**src/rtl/mips_pkg.sv**
```systemverilog
// Shared opcode constants, FSM encoding and access-decode helpers for the MIPS memory stage.
package mips_pkg;

    localparam logic [5:0] OP_LB  = 6'h20;
    localparam logic [5:0] OP_LH  = 6'h21;
    localparam logic [5:0] OP_LW  = 6'h23;
    localparam logic [5:0] OP_LBU = 6'h24;
    localparam logic [5:0] OP_LHU = 6'h25;
    localparam logic [5:0] OP_SB  = 6'h28;
    localparam logic [5:0] OP_SH  = 6'h29;
    localparam logic [5:0] OP_SW  = 6'h2B;

    typedef enum logic {
        IDLE = 1'b0,
        REQ  = 1'b1
    } state_t;

    typedef enum logic [1:0] {
        SIZE_BYTE = 2'd0,
        SIZE_HALF = 2'd1,
        SIZE_WORD = 2'd2,
        SIZE_NONE = 2'd3
    } size_t;

    function automatic size_t accessSize(input logic [5:0] op);
        case (op)
            OP_LB, OP_LBU, OP_SB: accessSize = SIZE_BYTE;
            OP_LH, OP_LHU, OP_SH: accessSize = SIZE_HALF;
            OP_LW, OP_SW:         accessSize = SIZE_WORD;
            default:              accessSize = SIZE_NONE;
        endcase
    endfunction

    function automatic logic isStore(input logic [5:0] op);
        isStore = (op == OP_SB) || (op == OP_SH) || (op == OP_SW);
    endfunction

    function automatic logic isMisaligned(input size_t sz, input logic [1:0] lo);
        case (sz)
            SIZE_HALF: isMisaligned = lo[0];
            SIZE_WORD: isMisaligned = (lo != 2'b00);
            default:   isMisaligned = 1'b0;
        endcase
    endfunction

    // Little-endian lanes: byte address offset N maps to MemBe[N].
    function automatic logic [3:0] byteEnable(input size_t sz, input logic [1:0] lo);
        case (sz)
            SIZE_BYTE: byteEnable = 4'b0001 << lo;
            SIZE_HALF: byteEnable = lo[1] ? 4'b1100 : 4'b0011;
            default:   byteEnable = 4'b1111;
        endcase
    endfunction

    function automatic logic [31:0] storeData(input size_t sz, input logic [31:0] d);
        case (sz)
            SIZE_BYTE: storeData = {4{d[7:0]}};
            SIZE_HALF: storeData = {2{d[15:0]}};
            default:   storeData = d;
        endcase
    endfunction

endpackage

```
**src/rtl/mem_access_if.sv**
```systemverilog
// Data-bus bundle between the memory stage (master) and the memory system (slave).
interface mem_access_if;
    logic        MemReq;
    logic        MemWe;
    logic [31:0] MemAddr;
    logic [3:0]  MemBe;
    logic [31:0] MemWdata;
    logic [31:0] MemRdata;
    logic        MemAck;

    modport master (
        output MemReq, MemWe, MemAddr, MemBe, MemWdata,
        input  MemRdata, MemAck
    );

    modport slave (
        input  MemReq, MemWe, MemAddr, MemBe, MemWdata,
        output MemRdata, MemAck
    );
endinterface

```
**src/rtl/mem_load_align.sv**
```systemverilog
// Picks the addressed byte/halfword out of a bus read word and sign- or zero-extends it.
module mem_load_align
    import mips_pkg::*;
(
    input  logic [31:0] rdata_i,
    input  logic [1:0]  lane_i,
    input  logic [5:0]  opcode_i,
    output logic [31:0] data_o
);

    logic [7:0]  byteSel;
    logic [15:0] halfSel;

    always_comb begin
        byteSel = rdata_i[{lane_i, 3'b000} +: 8];
        halfSel = lane_i[1] ? rdata_i[31:16] : rdata_i[15:0];
        case (opcode_i)
            OP_LB:   data_o = {{24{byteSel[7]}}, byteSel};
            OP_LBU:  data_o = {24'h0, byteSel};
            OP_LH:   data_o = {{16{halfSel[15]}}, halfSel};
            OP_LHU:  data_o = {16'h0, halfSel};
            default: data_o = rdata_i;
        endcase
    end

endmodule

```
**src/rtl/mem_access.sv**
```systemverilog
// Memory-access pipeline stage: decodes loads/stores from EX, runs one bus transaction
// with an ack timeout, and hands aligned results to writeback.
module mem_access
    import mips_pkg::*;
#(
    parameter int unsigned MAX_WAIT = 16
) (
    input  logic         CLK,
    input  logic         RST,
    input  logic [31:0]  Ins,
    input  logic [31:0]  Result,
    input  logic [31:0]  Rdata2,
    input  logic         InValid,
    mem_access_if.master bus,
    output logic [31:0]  Wdata,
    output logic [31:0]  InsOut,
    output logic         OutValid,
    output logic         Stall,
    output logic         Misalign,
    output logic         BusErr
);

    localparam logic [7:0] LAST_WAIT = 8'(MAX_WAIT - 1);

    state_t      state_q, state_d;
    logic [7:0]  waitCnt_q, waitCnt_d;
    logic [31:0] addr_q, addr_d;
    logic [1:0]  lane_q, lane_d;
    logic [3:0]  be_q, be_d;
    logic [31:0] busWdata_q, busWdata_d;
    logic        we_q, we_d;
    logic [31:0] reqIns_q, reqIns_d;
    logic [31:0] wdata_q, wdata_d;
    logic [31:0] insOut_q, insOut_d;
    logic        outValid_q, outValid_d;
    logic        misalign_q, misalign_d;
    logic        busErr_q, busErr_d;
    logic [31:0] loadData;
    size_t       inSize;

    mem_load_align uAlign (
        .rdata_i  (bus.MemRdata),
        .lane_i   (lane_q),
        .opcode_i (reqIns_q[31:26]),
        .data_o   (loadData)
    );

    assign inSize = accessSize(Ins[31:26]);

    always_ff @(posedge CLK or negedge RST) begin
        if (!RST) begin
            state_q    <= IDLE;
            waitCnt_q  <= '0;
            addr_q     <= '0;
            lane_q     <= '0;
            be_q       <= '0;
            busWdata_q <= '0;
            we_q       <= 1'b0;
            reqIns_q   <= '0;
            wdata_q    <= '0;
            insOut_q   <= '0;
            outValid_q <= 1'b0;
            misalign_q <= 1'b0;
            busErr_q   <= 1'b0;
        end else begin
            state_q    <= state_d;
            waitCnt_q  <= waitCnt_d;
            addr_q     <= addr_d;
            lane_q     <= lane_d;
            be_q       <= be_d;
            busWdata_q <= busWdata_d;
            we_q       <= we_d;
            reqIns_q   <= reqIns_d;
            wdata_q    <= wdata_d;
            insOut_q   <= insOut_d;
            outValid_q <= outValid_d;
            misalign_q <= misalign_d;
            busErr_q   <= busErr_d;
        end
    end

    // Result pulses default low each cycle; Wdata/InsOut hold until the next completion.
    always_comb begin
        state_d    = state_q;
        waitCnt_d  = waitCnt_q;
        addr_d     = addr_q;
        lane_d     = lane_q;
        be_d       = be_q;
        busWdata_d = busWdata_q;
        we_d       = we_q;
        reqIns_d   = reqIns_q;
        wdata_d    = wdata_q;
        insOut_d   = insOut_q;
        outValid_d = 1'b0;
        misalign_d = 1'b0;
        busErr_d   = 1'b0;

        case (state_q)
            IDLE: begin
                if (InValid) begin
                    if (inSize == SIZE_NONE) begin
                        outValid_d = 1'b1;
                        wdata_d    = Result;
                        insOut_d   = Ins;
                    end else if (isMisaligned(inSize, Result[1:0])) begin
                        outValid_d = 1'b1;
                        misalign_d = 1'b1;
                        wdata_d    = '0;
                        insOut_d   = Ins;
                    end else begin
                        state_d    = REQ;
                        waitCnt_d  = '0;
                        addr_d     = {Result[31:2], 2'b00};
                        lane_d     = Result[1:0];
                        be_d       = byteEnable(inSize, Result[1:0]);
                        busWdata_d = storeData(inSize, Rdata2);
                        we_d       = isStore(Ins[31:26]);
                        reqIns_d   = Ins;
                    end
                end
            end
            REQ: begin
                // An ack on the final allowed cycle still completes normally.
                if (bus.MemAck) begin
                    state_d    = IDLE;
                    outValid_d = 1'b1;
                    insOut_d   = reqIns_q;
                    wdata_d    = we_q ? '0 : loadData;
                end else if (waitCnt_q == LAST_WAIT) begin
                    state_d    = IDLE;
                    outValid_d = 1'b1;
                    busErr_d   = 1'b1;
                    insOut_d   = reqIns_q;
                    wdata_d    = '0;
                end else begin
                    waitCnt_d = waitCnt_q + 8'd1;
                end
            end
            default: state_d = IDLE;
        endcase
    end

    assign Stall        = (state_q != IDLE);
    assign bus.MemReq   = (state_q == REQ);
    assign bus.MemWe    = (state_q == REQ) && we_q;
    assign bus.MemAddr  = addr_q;
    assign bus.MemBe    = be_q;
    assign bus.MemWdata = busWdata_q;
    assign Wdata        = wdata_q;
    assign InsOut       = insOut_q;
    assign OutValid     = outValid_q;
    assign Misalign     = misalign_q;
    assign BusErr       = busErr_q;

endmodule

```
**src/flat_wrapper.sv**
```systemverilog
// flat-port wrapper written by rule: the top's interface ports become plain ports
module mem_access_flat import mips_pkg::*;
#(
    parameter int unsigned MAX_WAIT = 16
)
  (CLK, RST, Ins, Result, Rdata2, InValid, Wdata, InsOut, OutValid, Stall, Misalign, BusErr, bus_MemReq, bus_MemWe, bus_MemAddr, bus_MemBe, bus_MemWdata, bus_MemRdata, bus_MemAck);
  mem_access_if bus_i ();
  input  logic CLK;
  input  logic RST;
  input  logic [31:0] Ins;
  input  logic [31:0] Result;
  input  logic [31:0] Rdata2;
  input  logic InValid;
  output logic [31:0] Wdata;
  output logic [31:0] InsOut;
  output logic OutValid;
  output logic Stall;
  output logic Misalign;
  output logic BusErr;
  output wire logic [$bits(bus_i.MemReq)-1:0] bus_MemReq;
  output wire logic [$bits(bus_i.MemWe)-1:0] bus_MemWe;
  output wire logic [$bits(bus_i.MemAddr)-1:0] bus_MemAddr;
  output wire logic [$bits(bus_i.MemBe)-1:0] bus_MemBe;
  output wire logic [$bits(bus_i.MemWdata)-1:0] bus_MemWdata;
  input wire logic [$bits(bus_i.MemRdata)-1:0] bus_MemRdata;
  input wire logic [$bits(bus_i.MemAck)-1:0] bus_MemAck;
  assign bus_MemReq = bus_i.MemReq;
  assign bus_MemWe = bus_i.MemWe;
  assign bus_MemAddr = bus_i.MemAddr;
  assign bus_MemBe = bus_i.MemBe;
  assign bus_MemWdata = bus_i.MemWdata;
  assign bus_i.MemRdata = bus_MemRdata;
  assign bus_i.MemAck = bus_MemAck;
  mem_access #(.MAX_WAIT(MAX_WAIT)) u_core (.CLK(CLK), .RST(RST), .Ins(Ins), .Result(Result), .Rdata2(Rdata2), .InValid(InValid), .bus(bus_i), .Wdata(Wdata), .InsOut(InsOut), .OutValid(OutValid), .Stall(Stall), .Misalign(Misalign), .BusErr(BusErr));
endmodule
```
**config.mk**
```make
export PLATFORM = sky130hd
export DESIGN_NAME = mem_access_flat
export DESIGN_NICKNAME = d
export VERILOG_FILES = /design/src/rtl/mips_pkg.sv /design/src/rtl/mem_access_if.sv /design/src/rtl/mem_load_align.sv /design/src/rtl/mem_access.sv /design/src/flat_wrapper.sv
export SDC_FILE = /design/constraint.sdc
export NUM_CORES = 1
export LEC_CHECK = 0
export CAP_MARGIN = 25
export CELL_PAD_IN_SITES_DETAIL_PLACEMENT = 1
export CELL_PAD_IN_SITES_GLOBAL_PLACEMENT = 1
export CORE_UTILIZATION = 31
export DETAILED_ROUTE_END_ITERATION = 12
export MAX_ROUTING_LAYER = met4
export PLACE_DENSITY = 0.86
export SYNTH_ARGS = -nofsm -noshare
export SYNTH_HDL_FRONTEND = slang
export SYNTH_SLANG_ARGS = --single-unit
```
**constraint.sdc**
```tcl
create_clock -name CLK -period 2 [get_ports CLK]
set_input_delay 0.6 -clock CLK [delete_from_list [all_inputs] [get_ports CLK]]
set_output_delay 0.6 -clock CLK [all_outputs]
set_load 0.1 [all_outputs]
```
==> results.cfg <==
[placed_design]
dp_hpwl_um = 24100
place_ws_ns = -1.21
port_buffers = 267
gp_congestion = 0.858

[final_layout]
fin_nets = 1400
drive_above_1_share_pct = 47.2
fin_util_pct = 63.1
mostFrequentLayoutCells = 178 x buf_12, 176 x dfrtp_1, 173 x nand2_1
layout_commonest_cell = buf_12
seqCellArea_um2 = 4430
area_growth_pct = 99.8
fill_cells = 2516
multi_input_area_um2 = 4640

[power]
p_seq_share_pct = 28.5
power.internal_w = 0.00997
irDropWorstVdd_v = 0.000835
p_sw_share_pct = 48.9
power_switching_w = 0.00956
powerDensity_nw_per_um2 = 1190
p_leak_nw = 7.32
pwr-share-comb_pct = 54.1
clkPwrFrac_pct = 17.4

[timing]
slew_headroom_pct = 62.7
layout_worst_path_cycle_share_pct = 121
fmax_mhz = 412
rsz0062_at_grt = yes
fin_crit_ns = 2.43
worstMarginPinSlew_ns = 0.560
fin_skew_ns = 0.0177
finalHoldViolations = 0
setup_violations = 177
worst_slack_ns = -0.427
drv_slew = 0

[logic_synthesis]
netlist-cell-type-count = 49
ys_seq_elements = 177
yosysWarnings = 0
avgSynthCellArea_um2 = 9.30
synthCells = 883
syn_area_um2 = 8210
synth-edff-count = 0
ys.flop_type = dfrtp_1
yosysSeqAreaShare_pct = 54.0
synthArstFlopShare_pct = 100

[detailed_routing]
drt-initial-drc-count = 637
vias_per_cell = 5.49
ant_nets = 0
finalWirelength_um = 43300
wl_per_cell_um = 26.8
vias = 8860
drc = 0
drt_pre_antenna_iters = 5

[critical_path]
cp-start-kind = primary input
crit_arrival_ns = 2.73
required_ns = 2.31
worstPathMaxFanout = 10
ff2ff_path_depth = 10
cp_slowest_stage_delay_ns = 0.59
endpoint_kind = flip-flop
path_cells = buf_8 > nand2b_4 > nor3_4 > inv_2 > ha_4 > nand2_2 > a21oi_4 > or4b_4 > buf_6 > buf_12 > buf_12 > nand2_1 > nand2_1
criticalPathCategory = in2reg
crit_slowest_cell = or4b_4

[cts]
cts-root-buf = clkbuf_16
clkLatencyLatePin_ns = 0.44
numCtsBuffers = 17
cts_sinks = 177
clk_pin_slew_worst_paths_ns = 0.08
cts_tree = built
clk_path_buf_depth = 2
ctsHtreeMaxLevel = 4
cts_hold_buf = 0

[global_route]
grt_max_degree = 39
grtUsageMet3_pct = 7.26
met2_usage_pct = 49.9
grt-ovfl-total = 0
met1_usage_pct = 31.2
grt_pass1_vias = 9455
antenna_found_initial = 2
grt_pass1_wl_um = 56600
gr-usage-all-layers_pct = 28.9
busiest_layer = met2

[status]
violations = negative setup slack
outcome = complete, but fails checks

[floorplanning]
ios = 270
num_rows = 59
die_w_um = 165
dieArea_um2 = 27100
core-area_um2 = 26000
die_y_um = 165
initial_core_util_pct = 31.6

[worst_hold_path]
min_path_type = in2async

[job]
drv_cap = 0
## final timing paths
check	startpoint	to	slack, ns
max	Ins[30]	u_core.bus.MemWdata[6]	-0.43
min	RST	u_core.Wdata[23]	0.08
max reg2reg	u_core.waitCnt_q[0]	u_core.InsOut[1]	-0.28
min reg2reg	u_core.reqIns_q[2]	u_core.reqIns_q[2]	0.50
max in group asynchronous	RST	u_core.reqIns_q[8]	1.22
min in group CLK	Ins[29]	u_core.reqIns_q[29]	0.49
## final cells by class
cell class,count,share of cell area (%)
clock buffer,17,2.59
tap,335,2.56
inverter,7,0.282
multi-input combinational,638,28.3
timing repair buffer,423,38.3
antenna,2,0.0305
sequential,177,27.0
clock inverter,15,0.893
## stage by stage
stage | area, µm² | power (W) | TNS, ns | cells | hold WS (ns)
6_report | 16400 | 0.0195 | -53.74 | 1614 | 0.0817
5_1_grt | 16400 | 0.0201 | -63.58 | 1614 | 0.0880
4_1_cts | 15100 | 0.0186 | -32.58 | 1583 | 0.0821
3_5_place_dp | 13400 | 0.0148 | -189.46 | 1506 | 0.471
3_3_place_gp | 13400 | 0.0145 | -179.21 | 1506 | 0.455
2_1_floorplan | 8450 | 0.0106 | -83.87 | 884 | 0.304
## cells in the mapped netlist (all sizes together) (3+ instances only)
library cell	instances	area share, %
ha	4	0.61
a21oi	14	0.85
a221oi	32	3.4
inv	6	0.27
nand3	4	0.24
nor2b	3	0.23
nand2b	5	0.38
clkbuf	22	1.0
nor2	35	1.6
mux2	16	2.2
dfrtp	177	54
a31oi	11	0.84
nor3b	9	0.88
nor3	6	0.43
buf	40	3.2
xnor2	5	0.53
nand2	310	14
o21ai	118	7.3
o21a	9	0.82
mux2i	33	4.0
## cells by family after synthesis
group,share of synthesized area [%]
buffers and inverters,4.48
AOI/OAI and AO/OA,14.9
muxes,6.22
other,0.0457
and+or+nand+nor,19.2
DFF,54.0
adders and majority gates,0.610
xor gates and xnor gates,0.534
## routing by layer
metal | part of all wire [%] | wire length (µm)
met5 | 0 | 0
met4 | 5.0 | 2170
met3 | 6.2 | 2680
met2 | 52 | 22700
met1 | 36 | 15800
## power groups by stage
stage	logic (W)	registers [W]	clock network [W]
after global placement	0.00925	0.00530	0
after global routing	0.0109	0.00563	0.00357
final	0.0106	0.00557	0.00340
after floorplan	0.00128	0.00935	0
after detailed placement	0.00945	0.00535	0
after CTS	0.00987	0.00534	0.00336
## registers in the layout (all words and copies together), names as in the netlist
signal               flops
u_core.Misalign          1
u_core.OutValid          1
u_core.reqIns_q         32
u_core.waitCnt_q         8
u_core.bus.MemAddr      30
u_core.InsOut           32
u_core.we_q              1
u_core.Wdata            32
u_core.bus.MemBe         4
u_core.bus.MemWdata     32
u_core.BusErr            1
u_core.lane_q            2
u_core.Stall             1
## worst max-delay path, delay by kind of cell
family	cells	cell delay, ns
adder cells (fa/ha/maj)	1	0.18
buffers and inverters	5	0.67
AND/OR/NAND/NOR	6	1.20
AO/OA/AOI/OAI	1	0.07
## timing repair
action	in CTS	in global routing
hold endpoints to repair	0	0
cloned	22	9
resized for setup	141	265
pin swaps	26	106
setup buffers	25	27
endpoints found under the setup margin	179	177
Power figures use the tool's default switching activity.
